File: src/rtl/timer_pkg.sv
// Shared definitions for the down-counting timer: FSM state encoding and default width.
package timer_pkg;

    localparam int TIMER_WIDTH = 4;

    typedef enum logic [1:0] {
        ST_IDLE = 2'd0,
        ST_RUN  = 2'd1,
        ST_HOLD = 2'd2,
        ST_DONE = 2'd3
    } state_t;

endpackage

File: src/rtl/dcnt_core.sv
// Count/reload datapath for the down timer: holds the live count and the reload value,
// and reports the zero / one / empty-reload conditions the controlling FSM decides on.
module dcnt_core
    import timer_pkg::*;
#(
    parameter int WIDTH = TIMER_WIDTH
) (
    input  logic             clk,
    input  logic             rst_n,
    input  logic             load,
    input  logic [WIDTH-1:0] load_val,
    input  logic             dec,
    input  logic             reload,
    input  logic             clear,
    output logic [WIDTH-1:0] cnt,
    output logic             is_zero,
    output logic             is_one,
    output logic             reload_zero
);

    logic [WIDTH-1:0] reload_reg;

    // Count and reload registers; load beats reload beats clear beats decrement.
    always_ff @(posedge clk or negedge rst_n) begin
        if (!rst_n) begin
            cnt        <= '0;
            reload_reg <= '0;
        end else if (load) begin
            cnt        <= load_val;
            reload_reg <= load_val;
        end else if (reload) begin
            cnt <= reload_reg;
        end else if (clear) begin
            cnt <= '0;
        end else if (dec && !is_zero) begin
            // Guarded so the count can never wrap below zero.
            cnt <= cnt - WIDTH'(1);
        end
    end

    assign is_zero     = (cnt == '0);
    assign is_one      = (cnt == WIDTH'(1));
    assign reload_zero = (reload_reg == '0);

endmodule

File: src/rtl/sync_down_timer.sv
// Loadable down-counting timer with pause/abort, one-shot or auto-reload expiry and a
// registered one-cycle terminal-count pulse. FSM and handshake live here; the count is in dcnt_core.
module sync_down_timer
    import timer_pkg::*;
#(
    parameter int WIDTH = TIMER_WIDTH
) (
    input  logic             clk,
    input  logic             rst_n,
    input  logic             load_valid,
    output logic             load_ready,
    input  logic [WIDTH-1:0] load_val,
    input  logic             start,
    input  logic             pause,
    input  logic             abort,
    input  logic             auto_reload,
    output logic [WIDTH-1:0] cnt,
    output logic             tc,
    output logic             busy,
    output logic             done
);

    state_t state;
    state_t state_next;

    logic load_fire;
    logic ctl_dec;
    logic ctl_reload;
    logic ctl_clear;
    logic tc_next;
    logic is_zero;
    logic is_one;
    logic reload_zero;
    logic keep_running;

    assign load_fire    = load_valid && load_ready;
    assign keep_running = auto_reload && !reload_zero;

    dcnt_core #(
        .WIDTH(WIDTH)
    ) u_core (
        .clk        (clk),
        .rst_n      (rst_n),
        .load       (load_fire),
        .load_val   (load_val),
        .dec        (ctl_dec),
        .reload     (ctl_reload),
        .clear      (ctl_clear),
        .cnt        (cnt),
        .is_zero    (is_zero),
        .is_one     (is_one),
        .reload_zero(reload_zero)
    );

    // State register.
    always_ff @(posedge clk or negedge rst_n) begin
        if (!rst_n) state <= ST_IDLE;
        else        state <= state_next;
    end

    // Next-state selection; abort outranks pause, which outranks counting.
    always_comb begin
        state_next = state;
        unique case (state)
            ST_IDLE: begin
                // A load in the same cycle swallows the start.
                if (!load_fire && start && !is_zero) state_next = ST_RUN;
            end
            ST_RUN: begin
                if (abort)                       state_next = ST_IDLE;
                else if (pause)                  state_next = ST_HOLD;
                else if (is_one && !keep_running) state_next = ST_DONE;
            end
            ST_HOLD: begin
                if (abort)       state_next = ST_IDLE;
                else if (!pause) state_next = ST_RUN;
            end
            ST_DONE: begin
                if (load_fire)                    state_next = ST_IDLE;
                else if (start && !reload_zero)   state_next = ST_RUN;
            end
            default: state_next = ST_IDLE;
        endcase
    end

    // Datapath controls, expiry detect and state-decoded status outputs.
    always_comb begin
        ctl_dec    = 1'b0;
        ctl_reload = 1'b0;
        ctl_clear  = 1'b0;
        tc_next    = 1'b0;
        load_ready = (state == ST_IDLE) || (state == ST_DONE);
        busy       = (state == ST_RUN) || (state == ST_HOLD);
        done       = (state == ST_DONE);
        unique case (state)
            ST_RUN: begin
                if (abort) begin
                    ctl_reload = 1'b1;
                end else if (!pause) begin
                    if (is_one) begin
                        tc_next = 1'b1;
                        if (keep_running) ctl_reload = 1'b1;
                        else              ctl_clear  = 1'b1;
                    end else begin
                        ctl_dec = 1'b1;
                    end
                end
            end
            ST_HOLD: begin
                // Leaving HOLD does not decrement; only abort touches the count.
                if (abort) ctl_reload = 1'b1;
            end
            ST_DONE: begin
                if (!load_fire && start && !reload_zero) ctl_reload = 1'b1;
            end
            default: ;
        endcase
    end

    // Terminal-count pulse, registered so it lines up with the expiring count value.
    always_ff @(posedge clk or negedge rst_n) begin
        if (!rst_n) tc <= 1'b0;
        else        tc <= tc_next;
    end

endmodule

File: config.mk
export PLATFORM = sky130hd
export DESIGN_NAME = sync_down_timer
export DESIGN_NICKNAME = d
export VERILOG_FILES = /design/src/rtl/timer_pkg.sv /design/src/rtl/dcnt_core.sv /design/src/rtl/sync_down_timer.sv
export SDC_FILE = /design/constraint.sdc
export NUM_CORES = 1
export LEC_CHECK = 0
export CELL_PAD_IN_SITES_DETAIL_PLACEMENT = 1
export CELL_PAD_IN_SITES_GLOBAL_PLACEMENT = 1
export CORE_AREA = 2 2 46 48
export CTS_CLUSTER_SIZE = 30
export DETAILED_ROUTE_END_ITERATION = 16
export DIE_AREA = 0 0 48 50
export DONT_BUFFER_PORTS = 1
export GPL_TIMING_DRIVEN = 0
export PLACE_DENSITY = 0.81
export SETUP_SLACK_MARGIN = 0.1
export SYNTH_ARGS = -nofsm -noshare
export SYNTH_HDL_FRONTEND = slang
export SYNTH_SLANG_ARGS = --single-unit
File: constraint.sdc
create_clock -name clk -period 2.8 [get_ports clk]
set_clock_uncertainty 0.15 [all_clocks]
set_input_delay 0.28 -clock clk [delete_from_list [all_inputs] [get_ports clk]]
set_output_delay 0.28 -clock clk [all_outputs]
set_load 0.02 [all_outputs]
==> impl_results.md <==
* Maxcap violations at 0
* End point of the critical path: state[0]$_DFFE_PN0P_
* Mean Syn Cell Area at a little under 10 um^2
* CP required at around 2.8 ns
* DR vias/cell at 5.32
* Status: complete, no violations
* DRT iter0 DRCs at 11
* WL final at around 1800 um
* Power per cell area at 1270 nW/um^2
* First-pass GRT wire length at roughly 2800 um
* Least-Margin Pin Slew at roughly 0.60 ns
* Antenna violations before repair at 0
* Unrepaired setup endpoints after global routing: false
* Reg-to-reg critical path startpoint: state[0]$_DFFE_PN0P_
* Netlist Area Pre-Place at 798 um^2
* Buf+Inv Stages, Crit Path at 1
* Compound-cell area share of the yosys netlist at between 10% and 20%
* Worst Reg-to-Reg Cells at 7
* Cell family contributing the most delay on the critical path: compound AO/OA/AOI/OAI gates
* Kind of critical path: reg -> reg
* Antenna diodes at 0
* TNS Setup at 0 ns
* Syn-to-layout area delta at 9.40%
* Remaining antenna violation count after routing at 0
* Final Power at 1.11 mW
* Crit-path max FO at 6
* Peak supply drop at about 480 uV
* CTS Sinks at 11
* Minimum clock period at between 2 and 3 ns
* Final setup viols at 0
* Synth area leader: dfrtp_1
* Ordered cell list for the critical path: inv_1 > ha_2 > nand2b_2 > and2_1 > a222oi_1 > o21ai_0 > a32oi_1
* Global route overflow at 0
* Worst Setup Slack, final at around 0.25 ns
* Clock Tree Root: clkbuf_4
* Mux cell area share after synthesis at 10.8%
* Number of port buffers at 0
* Setup bufs post-CTS at 0
* Slew headroom at around 60%
* Simple logic cell fraction of the synthesized area at between 20% and 30%
* Xor and xnor fraction of the mapped netlist area at under 10%
* R2R setup slack at 0.25 ns
* Seq cells post-synth at 11
* Worst endpoint data arrival time at ~2.6 ns
* Hold Violations, Final at 0
* Chip width at ~48 um
* Yosys top cell area share at 34.5%
* Layout Nets at 107
* Sequential-to-total area share from yosys stat at roughly a third
* Total track usage at between 10% and 20%
* Clock-pin slew on the worst setup and hold paths at ~0.070 ns
* Vias at approximately 600
* DRT Pass-1 Iters at 4
* Worst path slowest cell: a222oi_1
* Residual DRC count at 0
* Unique masters post-synth at 29
* CP max stage delay at 0.52 ns
* Hold WC Path Type: in -> reg
* IO Pins at 19
* Cells after synthesis at slightly above 80
* CTS max path bufs at 2
* Synth warnings at 0
* DIE AREA at ~2400 um^2
* Core area at ~1900 um^2
* Die Height at 50 um
* Vias in the first global route at slightly above 600
* Startpoint Class: flop
* Pre-CTS WS at 0.160 ns
* Share of layout cells above drive strength 1 at 13.6%
* Syn_nets at between 100 and 150
* Combinational family with the most area after synthesis: simple AND/OR/NAND/NOR gates
* F_max at 391 MHz
* H-tree levels at 1
* Pin count of the biggest net entering global routing at 12
* Critical Path End Type: flop
* Crit share post-route at 91.2%
* Routed len/inst at around 16 um
* Clk_lat worst skew at between 0.2 and 0.3 ns
* CTS tree: yes
* Row Count at 16
* Critical path origin: state[0]$_DFFE_PN0P_
* Starting Density at between 40% and 50%
* Inserted Clock Buffers at 3
* Worst flop-to-flop path endpoint: state[0]$_DFFE_PN0P_
* Top area cells in the synthesized netlist: dfrtp_1 34%, ha_1 11%, mux2i_1 7.5%
* CP Depth at 7
* GP Congestion at between 0.7 and 0.8
* Post-Synth Adder-Cell Area at between 10% and 20%
* Leak at a little over 0.4 nW
* Final max-slew violation count at 0
==> synth_stat cells, drive strengths merged <==
library cell,number
dfrtp,11
inv,10
nand2,10
ha,7
o21ai,7
mux2i,6
and2,4
nor2,3
mux2,2
nand2b,2
nor2b,2
nor3,2
or3b,2
xnor2,2
a211o,1
a21o,1
a222oi,1
a22oi,1
a31o,1
a31oi,1
a32oi,1
nand3,1
nand4,1
nand4bb,1
o31ai,1
o41a,1
or4,1
==> placed cells by master, fill, tap and decap left out, drive strengths merged <==
| cell type | synthesis | routed |
|---|---|---|
| a31oi | 1 | 1 |
| nor2b | 2 | 2 |
| a222oi | 1 | 1 |
| dlygate4sd3 | 0 | 1 |
| ha | 7 | 7 |
| mux2 | 2 | 2 |
| o31ai | 1 | 1 |
| dfrtp | 11 | 11 |
| nand4 | 1 | 1 |
| a31o | 1 | 1 |
| nor3 | 2 | 2 |
| or4 | 1 | 1 |
| nand2b | 2 | 2 |
| nand3 | 1 | 1 |
| nor2 | 3 | 3 |
| mux2i | 6 | 6 |
| and2 | 4 | 4 |
| nand4bb | 1 | 1 |
| nand2 | 10 | 10 |
| o41a | 1 | 1 |
| a211o | 1 | 1 |
| xnor2 | 2 | 2 |
| a21o | 1 | 1 |
| inv | 10 | 10 |
| a32oi | 1 | 1 |
| o21ai | 7 | 7 |
| clkbuf | 0 | 4 |
| or3b | 2 | 2 |
| a22oi | 1 | 1 |
==> layout make-up <==
cell class,instances,area [um^2]
Tap cell,27,33.8
Inverter,10,37.5
Timing Repair Buffer,1,10.0
Multi-Input combinational cell,62,490
Clock buffer,4,26.3
Fill cell,226,1030
Sequential cell,11,275
==> how the worst min path moves through the flow <==
stage                startpoint                                to  cells past startpoint
finish              load_val[2]  u_core.reload_reg[2]$_DFFE_PN0P_                      2
global route        load_val[2]  u_core.reload_reg[2]$_DFFE_PN0P_                      2
CTS                 load_val[2]  u_core.reload_reg[2]$_DFFE_PN0P_                      2
detailed placement        rst_n              state[1]$_DFFE_PN0P_                      0
global placement          rst_n              state[1]$_DFFE_PN0P_                      0
floorplan                 rst_n              state[0]$_DFFE_PN0P_                      0
==> through the flow <==
step / cells / area (um^2) / hold WS (ns) / util, %
after detailed placement: 110 / 832 / -0.165 / 43.8
final: 115 / 873 / 0.0227 / 45.9
after floorplan: 83 / 798 / -0.166 / -
after global placement: 110 / 832 / -0.165 / 43.8
after CTS: 115 / 868 / 0.0294 / 45.7
after global routing: 115 / 873 / 0.0431 / 45.9
==> worst register-to-register path, delay by kind of cell, from the launching register on <==
kind | cells | cell delay (ns)
fa+ha+maj | 1 | 0.35
buf+inv | 1 | 0.15
flops | 1 | 0.42
compound gates | 3 | 0.91
simple gates | 2 | 0.49
==> timing repair <==
action                                  in CTS  in global routing
endpoints found under the setup margin       0                  2
endpoints found under the hold margin       11                  0
hold buffers                                 1                  0
resized for setup                            0                  3
==> power breakdown <==
part           switching (mW)  total [mW]  internal, mW
Clock                  0.0545       0.110        0.0552
Combinational           0.354       0.649         0.294
Sequential              0.115       0.349         0.234
Total                   0.524        1.11         0.584
==> layer usage <==
metal	routed length, um	track usage (%)	share of wire (%)
met1	840	22.8	47
met2	860	25.8	48
met3	57	2.56	3.2
met4	25	8.11	1.4
met5	0	0	0
==> cell families after synthesis <==
| kind of cell | Yosys count |
|---|---|
| simple gates | 29 |
| compound gates | 16 |
| flops | 11 |
| buf+inv | 10 |
| mux | 8 |
| fa+ha+maj | 7 |
| xor+xnor | 2 |
Note: power is estimated with default switching activity, not from simulation.
